<file path="src/rtl/trace_read_pkg.sv">
// trace_read_pkg: shared types and helpers for the trace read sequencer
package trace_read_pkg;
    localparam int NUM_SRC   = 5;
    localparam int SEL_W     = 3;
    localparam int TAG_IDX_W = 16;

    typedef enum logic [1:0] {IDLE, READ, DRAIN} state_t;

    typedef struct packed {
        logic [SEL_W-1:0]     ch;
        logic [TAG_IDX_W-1:0] idx;
        logic                 last;
    } beat_tag_t;

    function automatic logic [SEL_W-1:0] lowest_src(input logic [NUM_SRC-1:0] m);
        logic [SEL_W-1:0] r;
        r = '0;
        for (int i = NUM_SRC - 1; i >= 0; i--)
            if (m[i]) r = SEL_W'(i);
        return r;
    endfunction
endpackage

</file>
<file path="src/rtl/trace_read_seq_fifo.sv">
// sample_skid_fifo: 2-entry register FIFO with occupancy count
module sample_skid_fifo #(
    parameter int W = 8
) (
    input  logic         clk,
    input  logic         rst_n,
    input  logic         wr_en,
    input  logic [W-1:0] wr_data,
    input  logic         rd_en,
    output logic [W-1:0] rd_data,
    output logic         valid,
    output logic [1:0]   count
);
    logic [W-1:0] mem [2];
    logic         wr_ptr, rd_ptr;
    logic [1:0]   count_q;

    assign rd_data = mem[rd_ptr];
    assign valid   = count_q != 2'd0;
    assign count   = count_q;

    // storage, pointers and occupancy; writer guarantees no overflow
    always_ff @(posedge clk or negedge rst_n) begin
        if (!rst_n) begin
            mem[0]  <= '0;
            mem[1]  <= '0;
            wr_ptr  <= 1'b0;
            rd_ptr  <= 1'b0;
            count_q <= 2'd0;
        end else begin
            if (wr_en) begin
                mem[wr_ptr] <= wr_data;
                wr_ptr      <= ~wr_ptr;
            end
            if (rd_en) rd_ptr <= ~rd_ptr;
            count_q <= count_q + {1'b0, wr_en} - {1'b0, rd_en};
        end
    end
endmodule

</file>
<file path="src/rtl/trace_read_seq.sv">
// trace_read_seq: walks enabled sources, reads BRAM, streams captured samples
module trace_read_seq
    import trace_read_pkg::*;
#(
    parameter int WIDTH  = 8,
    parameter int ADDR_W = 10,
    parameter int DEPTH  = 640
) (
    input  logic              clk,
    input  logic              rst_n,
    input  logic              start,
    input  logic [4:0]        ch_mask,
    output logic              busy,
    output logic              done,
    output logic              bram_en,
    output logic [ADDR_W-1:0] bram_addr,
    output logic [2:0]        sel,
    input  logic [WIDTH-1:0]  mux_y,
    output logic [WIDTH-1:0]  m_data,
    output logic [2:0]        m_ch,
    output logic [ADDR_W-1:0] m_idx,
    output logic              m_last,
    output logic              m_valid,
    input  logic              m_ready
);
    localparam int FW = WIDTH + $bits(beat_tag_t);

    state_t               state_q, state_d;
    logic [NUM_SRC-1:0]   mask_q, above;
    logic [SEL_W-1:0]     ch_q, sel_q;
    logic [ADDR_W-1:0]    addr_q, idx_q;
    logic                 last_q, infl_q, zero_done_q;
    logic                 accept, pop, issue, last_addr, final_read;
    logic [1:0]           count;
    logic [2:0]           pend;
    beat_tag_t            wr_tag, rd_tag;
    logic [FW-1:0]        fifo_out;
    logic [TAG_IDX_W-1:0] unused_idx;

    assign accept     = state_q == IDLE && start;
    assign above      = mask_q & ({NUM_SRC{1'b1}} << ch_q << 1);
    assign pop        = m_valid & m_ready;
    assign pend       = {1'b0, count} + {2'b0, infl_q};
    assign issue      = state_q == READ && pend < 3'd2 + {2'b0, pop};
    assign last_addr  = addr_q == ADDR_W'(DEPTH - 1);
    assign final_read = issue && last_addr && above == '0;
    assign busy       = state_q != IDLE;
    assign bram_en    = issue;
    assign bram_addr  = addr_q;
    assign sel        = sel_q;
    assign wr_tag     = '{sel_q, TAG_IDX_W'(idx_q), last_q};
    assign {m_data, rd_tag} = fifo_out;
    assign m_ch       = rd_tag.ch;
    assign m_idx      = rd_tag.idx[ADDR_W-1:0];
    assign m_last     = rd_tag.last;
    assign unused_idx = rd_tag.idx;

    // state register
    always_ff @(posedge clk or negedge rst_n) begin
        if (!rst_n) state_q <= IDLE;
        else        state_q <= state_d;
    end

    // next state; frame done fires once the pipeline and buffer are empty
    always_comb begin
        state_d = state_q;
        done    = zero_done_q;
        if (accept && ch_mask != '0) state_d = READ;
        if (final_read) state_d = DRAIN;
        if (state_q == DRAIN && !infl_q && count == 2'd0) begin
            state_d = IDLE;
            done    = 1'b1;
        end
    end

    // address/channel walk and the one-cycle tag delay matching BRAM latency
    always_ff @(posedge clk or negedge rst_n) begin
        if (!rst_n) begin
            mask_q      <= '0;
            ch_q        <= '0;
            addr_q      <= '0;
            sel_q       <= '0;
            idx_q       <= '0;
            last_q      <= 1'b0;
            infl_q      <= 1'b0;
            zero_done_q <= 1'b0;
        end else begin
            zero_done_q <= accept && ch_mask == '0;
            infl_q      <= issue;
            if (accept && ch_mask != '0) begin
                mask_q <= ch_mask;
                ch_q   <= lowest_src(ch_mask);
                addr_q <= '0;
            end
            if (issue) begin
                sel_q  <= ch_q;
                idx_q  <= addr_q;
                last_q <= final_read;
                addr_q <= last_addr ? '0 : addr_q + 1'b1;
                if (last_addr && !final_read) ch_q <= lowest_src(above);
            end
        end
    end

    sample_skid_fifo #(.W(FW)) u_fifo (
        .clk     (clk),
        .rst_n   (rst_n),
        .wr_en   (infl_q),
        .wr_data ({mux_y, wr_tag}),
        .rd_en   (pop),
        .rd_data (fifo_out),
        .valid   (m_valid),
        .count   (count)
    );
endmodule

</file>
<file path="config.mk">
export PLATFORM = sky130hd
export DESIGN_NAME = trace_read_seq
export DESIGN_NICKNAME = d
export VERILOG_FILES = /design/src/rtl/trace_read_pkg.sv /design/src/rtl/trace_read_seq_fifo.sv /design/src/rtl/trace_read_seq.sv
export SDC_FILE = /design/constraint.sdc
export NUM_CORES = 1
export LEC_CHECK = 0
export BUFFER_PORTS_ARGS = -buffer_cell sky130_fd_sc_hd__buf_2
export CORE_AREA = 10 10 111 113
export DETAILED_ROUTE_END_ITERATION = 8
export DIE_AREA = 0 0 121 123
export SYNTH_ARGS = -nofsm -noshare
export SYNTH_HDL_FRONTEND = slang
export SYNTH_SLANG_ARGS = --single-unit
</file>
<file path="constraint.sdc">
create_clock -name clk -period 3.2 [get_ports clk]
set_input_delay 0 -clock clk [delete_from_list [all_inputs] [get_ports clk]]
set_output_delay 0 -clock clk [all_outputs]
set_load 0.02 [all_outputs]
</file>
==> flow_metrics.tcl, run 1 <==
set metrics [dict create \
    outcome "completed" \
    end_kind "output pin" \
    finalCritPeriodShare 0.8042 \
    grt_overflow 0 \
    grt_pass1_vias 2651 \
    crit_fanout 21 \
    insertion_delay_ns 0.36 \
    die_w_um 121 \
    critical_path.max_stage_delay_ns 0.45 \
    ff2ff_path_depth 8 \
    gp_congestion 0.7665 \
    fin_worst_skew_ns 0.007712 \
    drc 0 \
    ioPinCount 56 \
    drt_wl_total_um 7977 \
    synth_ff_type "dfrtp_1" \
    fp.dieH_um 123 \
    cts_sinks 83 \
    ant_nets 0 \
    clock_path_buffers 2 \
    synth_edf_count 0 \
    nNetsFinal 414 \
    crit_top_cell "ha_1" \
    cts_setup_buffers 0 \
    track_usage 0.1122 \
    cts_hold_buf 15 \
    timing.fmax_ghz 0.3886 \
    grt_first_pass_wirelength_um 13410 \
    r2r_end "ch_q[1]$_DFF_PN0_" \
    yosysTopAreaCell "dfrtp_1" \
    drive_gt1_frac 0.3829 \
    yosysWarnings 0 \
    htreeDepth 3 \
    post_drt_wl_per_cell_um 14.97 \
    synth-async-reset-ratio 1.000 \
    antenna_cells 0 \
    clkPwrFrac 0.328 \
    rsz0062_at_grt "false" \
    switching_power_uw 616.9 \
    p_int_mw 1.599 \
    initial_utilization 0.3723 \
    endpoint "bram_en" \
    core_area_mm2 0.01014 \
    worstSetupPathType "reg -> out" \
    rrSetupSlack_ns 0.76 \
    final.fill_count 965 \
    period_needed_ns 2.573 \
    hp-class "in -> reg" \
    netlist_top_cells_area "dfrtp_1 55%, mux2_2 20%, nand2_1 5.0%" \
    drv_slew 0 \
    clk_pin_slew_ns 0.08 \
    maxCapViolations 0 \
    setup_tns_ns 0 \
    setup_viol_count_final 0 \
    synth_area_mm2 0.003775 \
    rr_startpoint "infl_q$_DFF_PN0_" \
    p_total_mw 2.216 \
    drtPass1Iterations 4 \
    cts_buffers 9 \
    drt_iter0_drc 133 \
    relSlewSlack 0.2826 \
    synthCells 318 \
    rows 37 \
    ys_seq_elements 83 \
    setup.worst_path.start_class "flip-flop" \
    grt_max_degree 84 \
    combPwrFrac 0.145 \
    crit_start "infl_q$_DFF_PN0_" \
    synth_top_area_share 0.5502 \
    synth_common_cells "83 x dfrtp_1, 66 x mux2_2, 50 x nand2_1" \
    seqPwrFrac 0.527 \
    critical_path_required_ns 3.20 \
    synth_most_common_cell "dfrtp_1" \
    yosysSeqAreaShare 0.5502 \
    swShare 0.2784 \
    synth.distinct_cells 40 \
    dpl.hpwl_um 5563 \
    via_per_inst 4.829 \
    cts_resized 0 \
    p_leak_nw 2.344 \
    port-buffer-count 55 \
    cp_cell_sequence "ha_1 -> ha_1 -> nor3_1 -> nand2_1 -> buf_4 -> inv_1 -> buf_2" \
    cts_root_buf "clkbuf_8" \
    area_growth_pct 20.12 \
    syn_avg_cell_area_um2 11.87 \
    cts_tree "yes" \
    syn_nets 340 \
    antenna_found_initial 0 \
    worst_slew_pin_slew_ns 1.076 \
    crit_path_top_delay_cell "dfrtp_1" \
    dr_total_vias 2574 \
    hold_viol 0 \
    p_per_area_mw_per_mm2 488.6 \
    arrival_ns 2.57 \
    vdd_drop_max_v 0.0002089 \
    die-area_mm2 0.01488 \
]
-- stage by stage --
step	setup slack (ns)	hold WS [ns]	instances	cell area, um2	utilization
floorplan	1.268	-0.2956	318	3775	-
global placement	0.8778	0.2418	502	4199	0.4142
detailed placement	0.7777	0.2498	502	4199	0.4142
CTS	0.6175	0.02896	533	4534	0.4472
global route	0.4760	0.08190	533	4534	0.4472
finish	0.6266	0.04441	533	4534	0.4472
-- cell type report --
cell class              instances  area (um2)  area share
multi-input cells             212        1603      0.3535
flip-flops and latches         83        2077      0.4581
inverters                      13       48.80     0.01076
well taps                     136       170.2     0.03753
repair buffers                 73       450.4     0.09934
clock buffers                  11       131.4     0.02897
clock inverters                 5       53.80     0.01187
-- how the worst min path moves through the flow --
| stage | from | end | slack, ns | cells past startpoint |
|---|---|---|---|---|
| 2_1_floorplan | rst_n | bram_addr[0]$_DFFE_PN0P_ | -0.30 | 0 |
| 3_3_place_gp | ch_mask[3] | mask_q[3]$_DFFE_PN0N_ | 0.24 | 3 |
| 3_5_place_dp | mux_y[6] | u_fifo.mem[26]$_DFFE_PN0P_ | 0.25 | 2 |
| 4_1_cts | ch_mask[0] | ch_q[0]$_DFF_PN0_ | 0.03 | 4 |
| 5_1_grt | ch_mask[0] | ch_q[0]$_DFF_PN0_ | 0.08 | 4 |
| 6_report | ch_mask[0] | ch_q[1]$_DFF_PN0_ | 0.04 | 4 |
-- cell families (layout without fill, tap and decap cells) --
logic type,count (synthesis),in the layout,synth area share
adders and majority gates,5,5,0.01657
and+or+nand+nor,90,90,0.1140
xor gates and xnor gates,5,5,0.01160
muxes,68,68,0.2022
DFF,83,83,0.5502
buffers and inverters,23,102,0.02585
AOI/OAI and AO/OA,44,44,0.07955
-- sequential cells by signal, indices dropped and copies added, names as in the netlist --
register and flops:
bram_addr 10, u_fifo.wr_ptr 1, u_fifo.mem 44, u_fifo.count 2, idx_q 10, last_q 1
sel 3, ch_q 3, state_q 2, u_fifo.rd_ptr 1, zero_done_q 1, mask_q 4
infl_q 1
-- per-layer routing --
layer	up-vias	global-route usage	share of wire
li1	1260	-	-
met1	1258	0.1407	0.47
met2	42	0.1755	0.47
met3	14	0.02917	0.041
met4	0	0.05807	0.024
met5	-	0	0
-- worst max-delay path: cells and delay by family (launching register included) --
| family | cells | cell delay (ns) |
|---|---|---|
| flops | 1 | 0.45 |
| simple gates | 2 | 0.53 |
| fa+ha+maj | 2 | 0.43 |
| buf+inv | 3 | 0.79 |
-- power groups by stage --
stage	clock network [mW]	registers (mW)	logic, mW
6_report	0.728	1.17	0.321
5_1_grt	0.801	1.18	0.349
4_1_cts	0.749	1.17	0.330
3_5_place_dp	0	1.19	0.316
3_3_place_gp	0	1.19	0.311
2_1_floorplan	0	1.13	0.254
-- cells in the final DEF, fill, tap and decap left out, drive strengths merged, types with 3 or more instances in the layout --
cell type,count
a21oi,9
nor2,10
clkbuf,11
a22o,4
o21ai,14
nor3,7
nand3,7
nand2b,3
mux2,66
ha,5
inv,13
dlygate4sd3,15
xnor2,4
nand2,50
o22ai,4
buf,58
clkinv,4
a21o,6
dfrtp,83
or2,3
(Power assumes the default switching activity.)
==> run 2: changes to the inputs <==
==> constraint.sdc (replaced) <==
create_clock -name clk -period 2.49 [get_ports clk]
set_input_delay 0 -clock clk [delete_from_list [all_inputs] [get_ports clk]]
set_output_delay 0 -clock clk [all_outputs]
set_load 0.02 [all_outputs]
==> run 2 against run 1 <==
- non-clock buffer count rose by 5
- critical path depth did not move
- critical endpoint unchanged
- largest cell class unchanged
- largest power group unchanged
- critical path type unchanged
- wire length rose by 1.9%
- clock-buffer cell count fell by 2
- flip-flop and latch count did not move
- clock power rose by 36%
- sequential power rose by 24%
- clock skew fell by 0.0041 ns
- register-to-register slack got worse by 0.31 ns
- sequential share of layout area fell by 0.55 points
- via count rose by 1.5%
==> flow_metrics.tcl, run 2 (same netlist as run 1, synthesis figures left out) <==
set metrics [dict create \
    critical_path_required_ns 2.49 \
    antenna_cells 0 \
    cts_sinks 83 \
    relSlewSlack 0.2971 \
    final.fill_count 947 \
    grt_overflow 0 \
    area_growth_pct 21.58 \
    fp.dieH_um 123 \
    setup.worst_path.start_class "flip-flop" \
    drt_wl_total_um 8130 \
    drc 0 \
    hp-class "in -> reg" \
    largest_reg_flops 44 \
    vdd_drop_max_v 0.0002653 \
    post_drt_wl_per_cell_um 15.11 \
    dpl.hpwl_um 5615 \
    p_per_area_mw_per_mm2 634.6 \
    drv_slew 0 \
    htreeDepth 3 \
    antenna_found_initial 0 \
    regMostFlops "u_fifo.mem" \
    die-area_mm2 0.01488 \
    ant_nets 0 \
    initial_utilization 0.3723 \
    min_from "ch_mask[0]" \
    die_w_um 121 \
    via_per_inst 4.857 \
    crit_fanout 12 \
    setup_tns_ns 0 \
    grt_pass1_vias 2689 \
    dr_total_vias 2613 \
    crit_start "infl_q$_DFF_PN0_" \
    clock_path_buffers 2 \
    rr_startpoint "bram_addr[0]$_DFFE_PN0P_" \
    grt_max_degree 84 \
    grt_first_pass_wirelength_um 13700 \
    final_common_cell "dfrtp_1" \
    end_kind "output pin" \
    cts_setup_buffers 0 \
    core_area_mm2 0.01014 \
    p_total_mw 2.913 \
    hold_slack_ns 0.03246 \
    finalCritPeriodShare 0.9255 \
    p_leak_nw 2.371 \
    rows 37 \
    port-buffer-count 55 \
    gp_congestion 0.7449 \
    track_usage 0.1149 \
    clk_pin_slew_ns 0.09 \
    period_needed_ns 2.305 \
    fin_worst_skew_ns 0.003596 \
    cts_root_buf "clkbuf_8" \
    rsz0062_at_grt "false" \
    maxCapViolations 0 \
    nNetsFinal 419 \
    pre_cts_slack_ns 0.2942 \
    worst_slew_pin_slew_ns 1.054 \
    setup_slack_ns 0.1854 \
    insertion_delay_ns 0.35 \
    timing.fmax_ghz 0.4339 \
    ioPinCount 56 \
    drtPass1Iterations 4 \
    cts_buffers 9 \
    drive_gt1_frac 0.3980 \
    arrival_ns 2.30 \
    final_cell_mix "83 x dfrtp_1, 66 x mux2_2, 54 x buf_2" \
    outcome "completed" \
    cts_tree "yes" \
    drt_iter0_drc 107 \
    worstSetupPathType "reg -> out" \
    setup_viol_count_final 0 \
    hold_viol 0 \
]
## run 2: cell types whose count changed in the layout (fill, tap and decap cells not counted), sizes merged
cell,previous run,this run
inv,13,15
clkbuf,11,9
buf,58,63
clkinv,4,2
clkinvlp,0,2
## run 2: final cells by class
class,instances,area [um2],area share
sequential,83,2077,0.4526
multi-input combinational,212,1605,0.3498
timing repair buffer,78,488.0,0.1063
tap,136,170.2,0.03708
clock buffer,9,123.9,0.02699
clock inverter,7,76.32,0.01663
inverter,13,48.80,0.01063
## run 2: where the power goes
part	internal, mW	switching [mW]
combinational	0.215	0.258
sequential	1.39	0.0646
clock	0.470	0.517
total	2.07	0.840
## run 2: final timing paths
path	slack (ns)	end	cells past startpoint
hold / removal	0.03	ch_q[0]$_DFF_PN0_	4
max in group asynchronous	1.45	idx_q[7]$_DFFE_PN0P_	2
setup reg to reg	0.45	bram_addr[5]$_DFFE_PN0P_	7
hold reg to reg	0.50	u_fifo.mem[0]$_DFFE_PN0P_	1
setup / recovery	0.19	bram_en	7
min in group asynchronous	0.34	bram_addr[1]$_DFFE_PN0P_	2
## run 2: through the flow
step | utilization | instance area, um2 | instances
after global routing | 0.4527 | 4589 | 538
after floorplan | - | 3775 | 318
final | 0.4527 | 4589 | 538
after global placement | 0.4179 | 4237 | 507
after CTS | 0.4524 | 4587 | 538
after detailed placement | 0.4179 | 4237 | 507
## run 2: critical path, cell delays in order (launching register included)
cell and delay, ns:
dfrtp_1 0.45, ha_1 0.23, ha_1 0.28, o21ai_1 0.22
nand2_2 0.21, inv_1 0.16, buf_4 0.20, buf_2 0.19
## run 2: what timing repair did
item	CTS	global route
hold endpoints to repair	106	0
hold buffers	15	0
resized for setup	1	1
endpoints found under the setup margin	1	1
cloned	0	0
## run 2: per-layer routing
| metal | share of wire | wire length, um | global-route usage |
|---|---|---|---|
| met5 | 0 | 0 | 0 |
| met4 | 0.020 | 162 | 0.05430 |
| met2 | 0.49 | 3979 | 0.1898 |
| met1 | 0.46 | 3720 | 0.1399 |
| met3 | 0.033 | 267 | 0.02598 |
